<file path="src/rtl/pll_reset_seq.sv">
// PLL lock qualifier: synchronizes PLL LOCK and generates a glitch-free system reset in the PLL clock domain.
// Optional lock-loss event counter enabled by defining PLL_RESET_LOSS_CNT_EN.
module pll_reset_seq #(
    parameter int LOCK_CYCLES = 1024,
    parameter int HOLD_CYCLES = 16,
    parameter int CNT_W       = 8
) (
    input  logic             clk,
    input  logic             rst_n,
    input  logic             pll_locked,
    output logic             sys_rst_n,
    output logic             sys_rst,
    output logic [1:0]       state,
    output logic             lock_lost,
    output logic [CNT_W-1:0] lost_count
);

    localparam int MAX_CYC = (LOCK_CYCLES > HOLD_CYCLES) ? LOCK_CYCLES : HOLD_CYCLES;
    localparam int CW      = $clog2(MAX_CYC + 1);
    localparam logic [CW-1:0] HOLD_LAST = CW'(HOLD_CYCLES - 1);
    localparam logic [CW-1:0] LOCK_LAST = CW'(LOCK_CYCLES - 1);

    typedef enum logic [1:0] {
        ST_HOLD = 2'd0,
        ST_WAIT = 2'd1,
        ST_RUN  = 2'd2
    } state_t;

    state_t          state_q, state_d;
    logic [CW-1:0]   cnt_q, cnt_d;
    logic            sync1_q, locked_s_q;
    logic            sys_rst_n_q, sys_rst_q;
    logic            lock_lost_q, loss_d;

    // Two-stage synchronizer; the only logic that samples pll_locked.
    always_ff @(posedge clk or negedge rst_n) begin
        if (!rst_n) begin
            sync1_q    <= 1'b0;
            locked_s_q <= 1'b0;
        end else begin
            sync1_q    <= pll_locked;
            locked_s_q <= sync1_q;
        end
    end

    always_ff @(posedge clk or negedge rst_n) begin
        if (!rst_n) begin
            state_q     <= ST_HOLD;
            cnt_q       <= '0;
            sys_rst_n_q <= 1'b0;
            sys_rst_q   <= 1'b1;
            lock_lost_q <= 1'b0;
        end else begin
            state_q     <= state_d;
            cnt_q       <= cnt_d;
            sys_rst_n_q <= (state_d == ST_RUN);
            sys_rst_q   <= (state_d != ST_RUN);
            lock_lost_q <= loss_d;
        end
    end

    always_comb begin
        state_d = state_q;
        cnt_d   = cnt_q;
        loss_d  = 1'b0;
        case (state_q)
            ST_HOLD: begin
                if (cnt_q == HOLD_LAST) begin
                    state_d = ST_WAIT;
                    cnt_d   = '0;
                end else begin
                    cnt_d = cnt_q + 1'b1;
                end
            end
            ST_WAIT: begin
                // any low cycle of the synchronized lock restarts qualification
                if (!locked_s_q) begin
                    cnt_d = '0;
                end else if (cnt_q == LOCK_LAST) begin
                    state_d = ST_RUN;
                    cnt_d   = '0;
                end else begin
                    cnt_d = cnt_q + 1'b1;
                end
            end
            ST_RUN: begin
                if (!locked_s_q) begin
                    state_d = ST_HOLD;
                    cnt_d   = '0;
                    loss_d  = 1'b1;
                end
            end
            default: begin
                state_d = ST_HOLD;
                cnt_d   = '0;
            end
        endcase
    end

`ifdef PLL_RESET_LOSS_CNT_EN
    logic [CNT_W-1:0] lost_cnt_q;

    always_ff @(posedge clk or negedge rst_n) begin
        if (!rst_n) begin
            lost_cnt_q <= '0;
        end else if (loss_d && (lost_cnt_q != {CNT_W{1'b1}})) begin
            lost_cnt_q <= lost_cnt_q + 1'b1;
        end
    end

    assign lost_count = lost_cnt_q;
`else
    assign lost_count = '0;
`endif

    assign sys_rst_n = sys_rst_n_q;
    assign sys_rst   = sys_rst_q;
    assign state     = state_q;
    assign lock_lost = lock_lost_q;

endmodule

</file>
<file path="config.mk">
export PLATFORM = sky130hd
export DESIGN_NAME = pll_reset_seq
export DESIGN_NICKNAME = d
export VERILOG_FILES = /design/src/rtl/pll_reset_seq.sv
export SDC_FILE = /design/constraint.sdc
export NUM_CORES = 1
export LEC_CHECK = 0
export BUFFER_PORTS_ARGS = -buffer_cell sky130_fd_sc_hd__buf_2
export CELL_PAD_IN_SITES_DETAIL_PLACEMENT = 1
export CELL_PAD_IN_SITES_GLOBAL_PLACEMENT = 1
export CORE_UTILIZATION = 41
export DETAILED_ROUTE_END_ITERATION = 8
export GPL_TIMING_DRIVEN = 0
export PLACE_DENSITY = 0.86
export SYNTH_ARGS = -nofsm -noshare
export SYNTH_HDL_FRONTEND = slang
export SYNTH_SLANG_ARGS = --single-unit
</file>
<file path="constraint.sdc">
create_clock -name clk -period 1.9 [get_ports clk]
set_clock_uncertainty 0.05 [all_clocks]
set_input_delay 0.19 -clock clk [delete_from_list [all_inputs] [get_ports clk]]
set_output_delay 0.19 -clock clk [all_outputs]
set_load 0.005 [all_outputs]
</file>
==> flow_metrics.env, run 1 <==
export IMPL_outcome="finished clean"
export IMPL_synth_main_ff_cell="dfrtp_1"
export IMPL_grt_pass1_vias=803
export IMPL_drc=0
export IMPL_synth_area_per_cell_um2=9.833
export IMPL_synth_yosys_seq_area_share_pct=46.40
export IMPL_cts_tree="built"
export IMPL_viasPerCell=5.257
export IMPL_synth_simple_gate_area_share_pct=19.67
export IMPL_die_h_um=50.73
export IMPL_core_area_um2=2233
export IMPL_yosys_area_top_type="dfrtp_1"
export IMPL_setup_viol=0
export IMPL_grt_usage_pct=19.36
export IMPL_relSlewSlack_pct=61.43
export IMPL_synth_async_reset_ratio_pct=100.0
export IMPL_clk_pin_slew_ns=0.11
export IMPL_worst_slew_pin_slew_ns=0.5759
export IMPL_cts_htree_levels=1
export IMPL_stdcell_count=152
export IMPL_max_cap_violations=0
export IMPL_leakage_nw=0.5078
export IMPL_synth_adder_area_share_pct=1.285
export IMPL_layout_drive_gt1_share_pct=25.81
export IMPL_fin_crit_sh_pct=94.08
export IMPL_dp_cells=141
export IMPL_r2r_end="cnt_q[0]"
export IMPL_area_growth_syn_to_layout_pct=21.08
export IMPL_core_rowCount=17
export IMPL_period_minus_slack_ns=1.788
export IMPL_dr_pass1_iters=4
export IMPL_port_buffers=7
export IMPL_synth_edf_count=0
export IMPL_crit_type="reg -> reg"
export IMPL_netlist_area_leader_share_pct=43.70
export IMPL_synth_xor_area_share_pct=5.398
export IMPL_arrival_ns=1.93
export IMPL_root_buffer="clkbuf_4"
export IMPL_wl_um=2239
export IMPL_r2r_start="cnt_q[8]"
export IMPL_netlist_area_um2=973.4
export IMPL_layout_nets=129
export IMPL_grt_max_degree=19
export IMPL_rr_worst_depth=4
export IMPL_synthTopCellsByArea="dfrtp_1, buf_4, xnor2_1"
export IMPL_clockBufferDepth=2
export IMPL_drt_iter0_markers=10
export IMPL_rsz0062_at_grt="no"
export IMPL_antenna_found_initial=0
export IMPL_ioPinCount=16
export IMPL_ys_types=34
export IMPL_hpwlAfterDp_um=1490
export IMPL_setup_ws_ns=0.1124
export IMPL_ir_drop_v=0.0003769
export IMPL_antenna_cells=0
export IMPL_num_vias=799
export IMPL_ant_nets=0
export IMPL_wl_per_cell_um=14.73
export IMPL_end_kind="flop"
export IMPL_die_w_um=50.73
export IMPL_synth_seq_cells=18
export IMPL_hold_viol=0
export IMPL_dp_slack_ns=-0.06523
export IMPL_worst_setup_path_start_kind="flop"
export IMPL_cp_data_required_time_ns=2.04
export IMPL_place_gp_congestion=0.8198
export IMPL_hold_class="in -> async"
export IMPL_grt_first_pass_wirelength_um=3601
export IMPL_fmax_mhz=559.4
export IMPL_synthMuxAreaShare_pct=1.028
export IMPL_yosysWarnings=0
export IMPL_syn_inst=99
export IMPL_synth_top_family_by_area="simple AND/OR/NAND/NOR gates"
export IMPL_slew_violations=0
export IMPL_rrSetupSlack_ns=0.11
export IMPL_fp_dieArea_um2=2573
export IMPL_cp_max_fo=8
export IMPL_grt_overflow=0
export IMPL_initial_core_util_pct=43.59
export IMPL_clock_latency_ns=0.31
export IMPL_clock_sinks=18
export IMPL_synth_compound_area_share_pct=16.20
export IMPL_power_density_nw_per_um2=600.4
export IMPL_cts_buffers=3
[logic make-up after synthesis]
group                      Yosys count
xor gates and xnor gates             6
AOI/OAI and AO/OA                   23
adders and majority gates            1
buffers and inverters               16
muxes                                1
DFF                                 18
other                                1
and+or+nand+nor                     33
[layout by cell type, fill, tap and decap left out, types with 2 or more instances in the layout]
cell type	instances
nor4_1	4
o21ai_1	4
buf_2	8
dlygate4sd3_1	2
nor2_1	3
nand2_1	11
clkbuf_4	4
a31oi_1	2
o31ai_1	2
o21a_1	2
o21ai_0	2
conb_1	8
a21oi_1	6
and3_1	2
inv_1	4
xnor2_1	6
nand4_1	2
buf_4	13
dfrtp_1	17
nor3_1	4
[layout make-up]
type	count	area (um2)
flip-flops and latches	18	451.7
clock buffers	4	36.28
plain buffers	12	81.33
well taps	28	35.03
inverters	4	15.01
multi-input cells	72	466.7
fillers	271	1055
repair buffers	14	92.59
[routing by layer]
layer  vias to the layer above  global-route usage, %  part of all wire, %
li1                        389                      -                    -
met1                       384                  22.77                   44
met4                         0                  10.65                  2.8
met2                        19                  33.33                   49
met5                         -                      0                    0
met3                         7                  3.030                  3.4
[timing repair]
item | in CTS | in global routing
pin swaps | 1 | 3
setup buffers | 1 | 4
hold endpoints to repair | 18 | 0
gates resized for setup | 1 | 6
setup endpoints to repair | 8 | 8
hold buffers | 2 | 0
[stage by stage]
step / util [%] / TNS (ns) / total power (W) / hold WS [ns] / area, um2
detailed placement: 47.90 / -0.2911 / 0.0004510 / 0.09989 / 1070
global route: 52.77 / 0 / 0.0007328 / 0.3259 / 1179
floorplan: - / 0 / 0.0004355 / -0.1556 / 999.7
global placement: 47.90 / -0.02408 / 0.0004486 / 0.08644 / 1070
CTS: 50.87 / 0 / 0.0007013 / 0.2939 / 1136
finish: 52.77 / 0 / 0.0007076 / 0.2829 / 1179
[how the worst max path moves through the flow]
stage / to / from / cells after the start / slack (ns)
after detailed placement: cnt_q[10] / cnt_q[0] / 5 / -0.07
after CTS: cnt_q[0] / cnt_q[0] / 5 / 0.03
final: cnt_q[0] / cnt_q[8] / 4 / 0.11
after global routing: cnt_q[0] / cnt_q[8] / 4 / 0.004
after floorplan: cnt_q[10] / cnt_q[0] / 5 / 0.15
after global placement: cnt_q[4] / cnt_q[0] / 5 / -0.01
[power breakdown]
part           switching, W  leakage (nW)  internal (W)
Combinational     0.0000319         0.251     0.0000325
Sequential       0.00000733         0.236      0.000390
Clock              0.000129        0.0210      0.000117
Total              0.000168         0.508      0.000540
[critical path, stage by stage (launching register included)]
cell,delay (ns)
dfrtp_1,0.48
nand4_1,0.16
or4_4,0.56
a22oi_4,0.29
mux2i_1,0.13
[cells in the mapped netlist (3+ instances only)]
cell and number:
a21oi_1 6, o21ai_0 6, nor4_1 4, inv_1 4, nor3_1 4, buf_4 8, nor2_1 3, dfrtp_1 17
xnor2_1 6, nand2_1 11
[flip-flops by register name, summed over array words and instances, names as in the netlist]
signal,flops
cnt_q,11
state,2
lock_lost,1
locked_s_q,1
sync1_q,1
sys_rst,1
sys_rst_n,1
Note: power is estimated with default switching activity, not from simulation.
==> inputs of run 2 (changes only) <==
REMOVE_ABC_BUFFERS = 1   (was unset)
SKIP_CTS_REPAIR_TIMING = 1   (was unset)
==> run 2 against run 1 <==
Register-to-register slack better by 0.02 ns. Largest cell class unchanged. First-iteration DRC count down 70%. Routed wire length down 6.3%. Critical path depth unchanged. Critical path type unchanged. Hold slack better by 0.012 ns.
==> flow_metrics.env, run 2 (same netlist as run 1, synthesis figures left out) <==
export IMPL_layout_nets=115
export IMPL_stdcell_count=138
export IMPL_r2r_start="cnt_q[8]"
export IMPL_rrSetupSlack_ns=0.13
export IMPL_viasPerCell=5.464
export IMPL_hold_viol=0
export IMPL_core_area_um2=2233
export IMPL_rsz0062_at_grt="no"
export IMPL_rr_worst_depth=4
export IMPL_drc=0
export IMPL_setup_viol=0
export IMPL_p_seq_share_pct=62.4
export IMPL_p_clk_share_pct=30.6
export IMPL_drt_iter0_markers=3
export IMPL_worst_slew_pin_slew_ns=0.5253
export IMPL_fillers=254
export IMPL_switching_share_pct=23.46
export IMPL_grt_max_degree=19
export IMPL_power_density_nw_per_um2=598.2
export IMPL_grt_first_pass_wirelength_um=3332
export IMPL_dp_cells=129
export IMPL_hold_class="in -> async"
export IMPL_r2r_end="cnt_q[7]"
export IMPL_die_h_um=50.73
export IMPL_slew_violations=0
export IMPL_num_vias=754
export IMPL_p_comb_share_pct=7.1
export IMPL_crit_type="reg -> reg"
export IMPL_initial_core_util_pct=43.59
export IMPL_top_register="cnt_q"
export IMPL_grt_overflow=0
export IMPL_clock_latency_ns=0.29
export IMPL_root_buffer="clkbuf_4"
export IMPL_outcome="finished clean"
export IMPL_core_rowCount=17
export IMPL_max_cap_violations=0
export IMPL_cp_data_required_time_ns=2.03
export IMPL_cts_buffers=3
export IMPL_clockBufferDepth=2
export IMPL_area_growth_syn_to_layout_pct=10.28
export IMPL_layout_drive_gt1_share_pct=17.27
export IMPL_hpwlAfterDp_um=1427
export IMPL_antenna_found_initial=0
export IMPL_wl_per_cell_um=15.20
export IMPL_ant_nets=0
export IMPL_clock_sinks=18
export IMPL_relSlewSlack_pct=64.82
export IMPL_cts_htree_levels=1
export IMPL_die_w_um=50.73
export IMPL_p_sw_w=0.0001507
export IMPL_wl_um=2098
export IMPL_grt_pass1_vias=714
export IMPL_layout_common_cells="dfrtp_1, nand2_1, conb_1"
export IMPL_ioPinCount=16
export IMPL_antenna_cells=0
export IMPL_clk_pin_slew_ns=0.10
export IMPL_grt_usage_pct=17.96
export IMPL_period_minus_slack_ns=1.768
export IMPL_p_int_w=0.0004915
export IMPL_fin_crit_sh_pct=93.05
export IMPL_ir_drop_v=0.0004448
export IMPL_worst_setup_path_start_kind="flop"
export IMPL_end_kind="flop"
export IMPL_largest_reg_flops=11
export IMPL_port_buffers=7
export IMPL_layout_commonest_cell="dfrtp_1"
export IMPL_cp_max_fo=8
export IMPL_cts_tree="built"
export IMPL_fp_dieArea_um2=2573
export IMPL_fmax_mhz=565.6
export IMPL_arrival_ns=1.90
export IMPL_postLayoutCellArea_um2=1074
export IMPL_place_gp_congestion=0.8303
export IMPL_dr_pass1_iters=3
export IMPL_place_area_um2=991.0
export IMPL_leakage_nw=0.4316
[run 2: cell count changes in the layout (fill, tap and decap cells not counted)]
cell      change
dfrtp_1       -1
o21ai_0       +1
dfrtp_2       +1
clkbuf_4      -1
o21ai_1       -1
buf_4        -10
clkbuf_8      -1
clkbuf_2      -1
buf_2         -1
[run 2: power groups by stage]
stage	Sequential (W)	Clock (W)	Combinational, W
6_report	0.000401	0.000196	0.0000454
5_1_grt	0.000402	0.000222	0.0000533
4_1_cts	0.000399	0.000206	0.0000322
3_5_place_dp	0.000406	0	0.0000322
3_3_place_gp	0.000405	0	0.0000306
2_1_floorplan	0.000404	0	0.0000188
[run 2: per-stage QoR]
step	total power, W	utilization, %	hold WS, ns	setup TNS, ns	worst slack [ns]
2_1_floorplan	0.0004230	-	-0.1556	0	0.1459
3_3_place_gp	0.0004361	44.37	0.08540	-0.01826	-0.009598
3_5_place_dp	0.0004383	44.37	0.09295	-0.3570	-0.07579
4_1_cts	0.0006364	45.55	-0.2436	-0.4673	-0.08771
5_1_grt	0.0006768	48.07	0.3184	0	0.02502
6_report	0.0006422	48.07	0.2945	0	0.1321
[run 2: how the worst max path moves through the flow]
stage | from | endpoint | depth (start not counted)
floorplan | cnt_q[0] | cnt_q[10] | 5
global placement | cnt_q[0] | cnt_q[10] | 5
detailed placement | cnt_q[0] | cnt_q[10] | 5
CTS | cnt_q[0] | cnt_q[4] | 5
global route | cnt_q[7] | cnt_q[7] | 4
finish | cnt_q[8] | cnt_q[7] | 4
[run 2: cell type report]
| class | instances | area, um2 | area share [%] |
|---|---|---|---|
| clock buffer | 4 | 26.28 | 2.448 |
| inverter | 4 | 15.01 | 1.399 |
| multi-input combinational | 72 | 466.7 | 43.47 |
| sequential | 18 | 452.9 | 42.19 |
| tap | 28 | 35.03 | 3.263 |
| timing repair buffer | 12 | 77.57 | 7.226 |
[run 2: worst max-delay path, cell delays in order (launching register included)]
cell     delay [ns]
dfrtp_1        0.46
nand4_1        0.18
or4_4          0.57
a22oi_4        0.27
o21ai_0        0.13
[run 2: layer usage]
metal,up-vias,track usage (%),share of wire (%)
met4,0,4.167,0.71
met5,-,0,0
met1,377,21.00,48
met2,12,31.11,49
li1,363,-,-
met3,2,6.364,2.9
==> inputs of run 3 (changes only) <==
CTS_CLUSTER_DIAMETER = 60   (was unset)
RECOVER_POWER = 100   (was unset)
==> run 3 against run 2 <==
Hold slack gained 0.037 ns. Combinational power is essentially flat. Clock power is essentially flat. Cell count is the same. Power is essentially flat. Non-clock buffer count is the same. Register-to-register slack is essentially flat. Routed wire length is the same. Utilization shrank 0.11 points. Global-route usage is the same. Via count is the same. Count of clock-buffer cells in the layout is the same. Critical endpoint unchanged. Largest cell class unchanged. Largest power group unchanged.
==> flow_metrics.env, run 3 (same netlist as run 1, synthesis figures left out) <==
export IMPL_grt_busiest_layer="met2"
export IMPL_clk_pin_slew_ns=0.10
export IMPL_grt_pass1_vias=714
export IMPL_end_kind="flop"
export IMPL_max_cap_violations=0
export IMPL_ir_drop_v=0.0004445
export IMPL_root_buffer="clkbuf_4"
export IMPL_slew_violations=0
export IMPL_dr_pass1_iters=3
export IMPL_cts_buffers=3
export IMPL_hpwlAfterDp_um=1427
export IMPL_p_sw_w=0.0001506
export IMPL_area_growth_syn_to_layout_pct=10.03
export IMPL_clockBufferDepth=2
export IMPL_post_route_util_pct=47.96
export IMPL_r2r_end="cnt_q[7]"
export IMPL_core_area_um2=2233
export IMPL_die_w_um=50.73
export IMPL_arrival_ns=1.90
export IMPL_worst_slew_pin_slew_ns=0.9848
export IMPL_wl_um=2098
export IMPL_r2r_start="cnt_q[8]"
export IMPL_period_minus_slack_ns=1.768
export IMPL_rsz0062_at_grt="no"
export IMPL_worstHoldStart="sync1_q"
export IMPL_place_gp_congestion=0.8303
export IMPL_cts_tree="built"
export IMPL_clock_latency_ns=0.29
export IMPL_layout_nets=115
export IMPL_p_comb_share_pct=7.0
export IMPL_die_h_um=50.73
export IMPL_layout_commonest_cell="dfrtp_1"
export IMPL_hold_viol=0
export IMPL_max_stage_delay_ns=0.57
export IMPL_drt_iter0_markers=3
export IMPL_grt_first_pass_wirelength_um=3332
export IMPL_largest_reg_flops=11
export IMPL_port_buffers=7
export IMPL_setup_viol=0
export IMPL_hold_depth=0
export IMPL_viasPerCell=5.464
export IMPL_clock_sinks=18
export IMPL_relSlewSlack_pct=34.35
export IMPL_grtUsageMet2_pct=31.11
export IMPL_layout_drive_gt1_share_pct=15.45
export IMPL_antenna_found_initial=0
export IMPL_grt_usage_pct=17.96
export IMPL_fin_setup_tns_ns=0
export IMPL_core_rowCount=17
export IMPL_initial_core_util_pct=43.59
export IMPL_leakage_nw=0.4244
export IMPL_worst_setup_path_start_kind="flop"
export IMPL_top_register="cnt_q"
export IMPL_whs_ns=0.3316
export IMPL_wl_per_cell_um=15.20
export IMPL_num_vias=754
export IMPL_rrSetupSlack_ns=0.13
export IMPL_grt_overflow=0
export IMPL_worstPathCellList="nand4_1 > or4_4 > a22oi_4 > o21ai_0"
export IMPL_dp_cells=129
export IMPL_rr_worst_depth=4
export IMPL_min_to="locked_s_q"
export IMPL_hold_class="reg -> reg"
export IMPL_crit_slowest_cell="or4_4"
export IMPL_switching_share_pct=23.47
export IMPL_antenna_cells=0
export IMPL_fmax_mhz=565.6
export IMPL_ant_nets=0
export IMPL_outcome="finished clean"
export IMPL_global_route_usage_met1_pct=21.00
export IMPL_p_int_w=0.0004912
export IMPL_cp_max_fo=8
export IMPL_p_clk_share_pct=30.6
export IMPL_stdcell_count=138
export IMPL_fp_dieArea_um2=2573
export IMPL_cts_htree_levels=1
export IMPL_power_density_nw_per_um2=599.2
export IMPL_fin_crit_sh_pct=93.06
export IMPL_drc=0
export IMPL_ioPinCount=16
export IMPL_grt_max_degree=19
export IMPL_cp_data_required_time_ns=2.03
export IMPL_p_seq_share_pct=62.4
export IMPL_crit_type="reg -> reg"
export IMPL_layout_common_cells="dfrtp_1, nand2_1, conb_1"
export IMPL_met3_usage_pct=6.364
[run 3: layout make-up]
| type | instances | area (um2) |
|---|---|---|
| clock buffer | 4 | 26.28 |
| fill | 254 | 1162 |
| inverter | 4 | 15.01 |
| multi-input combinational | 72 | 466.7 |
| sequential | 18 | 452.9 |
| tap | 28 | 35.03 |
| timing repair buffer | 12 | 75.07 |
[run 3: worst max-delay path by stage]
stage / start / end / slack (ns) / cells past startpoint
after CTS: cnt_q[0] / cnt_q[4] / -0.09 / 5
final: cnt_q[8] / cnt_q[7] / 0.13 / 4
after global routing: cnt_q[7] / cnt_q[7] / 0.03 / 4
after floorplan: cnt_q[0] / cnt_q[10] / 0.15 / 5
after global placement: cnt_q[0] / cnt_q[10] / -0.01 / 5
after detailed placement: cnt_q[0] / cnt_q[10] / -0.08 / 5
[run 3: through the flow]
step	worst slack (ns)	power (W)	area, um2
finish	0.1319	0.0006418	1071
CTS	-0.08771	0.0006364	1017
global placement	-0.009598	0.0004361	991.0
floorplan	0.1459	0.0004230	920.9
global route	0.02502	0.0006765	1071
detailed placement	-0.07579	0.0004383	991.0
[run 3: critical path, delay by kind of cell, from the launching register on]
family / cells / cell delay (ns)
AO/OA/AOI/OAI: 2 / 0.40
flip-flops: 1 / 0.46
AND/OR/NAND/NOR: 2 / 0.75
[run 3: routing by layer]
metal | routed length [um] | share of wire, % | vias up
li1 | - | - | 363
met1 | 1000 | 48 | 377
met5 | 0 | 0 | -
met3 | 61 | 2.9 | 2
met4 | 15 | 0.71 | 0
met2 | 1020 | 49 | 12
[run 3: power groups by stage]
stage / registers (W) / logic (W) / clock network, W
detailed placement: 0.000406 / 0.0000322 / 0
global placement: 0.000405 / 0.0000306 / 0
global route: 0.000402 / 0.0000530 / 0.000222
finish: 0.000401 / 0.0000451 / 0.000196
CTS: 0.000399 / 0.0000322 / 0.000206
floorplan: 0.000404 / 0.0000188 / 0
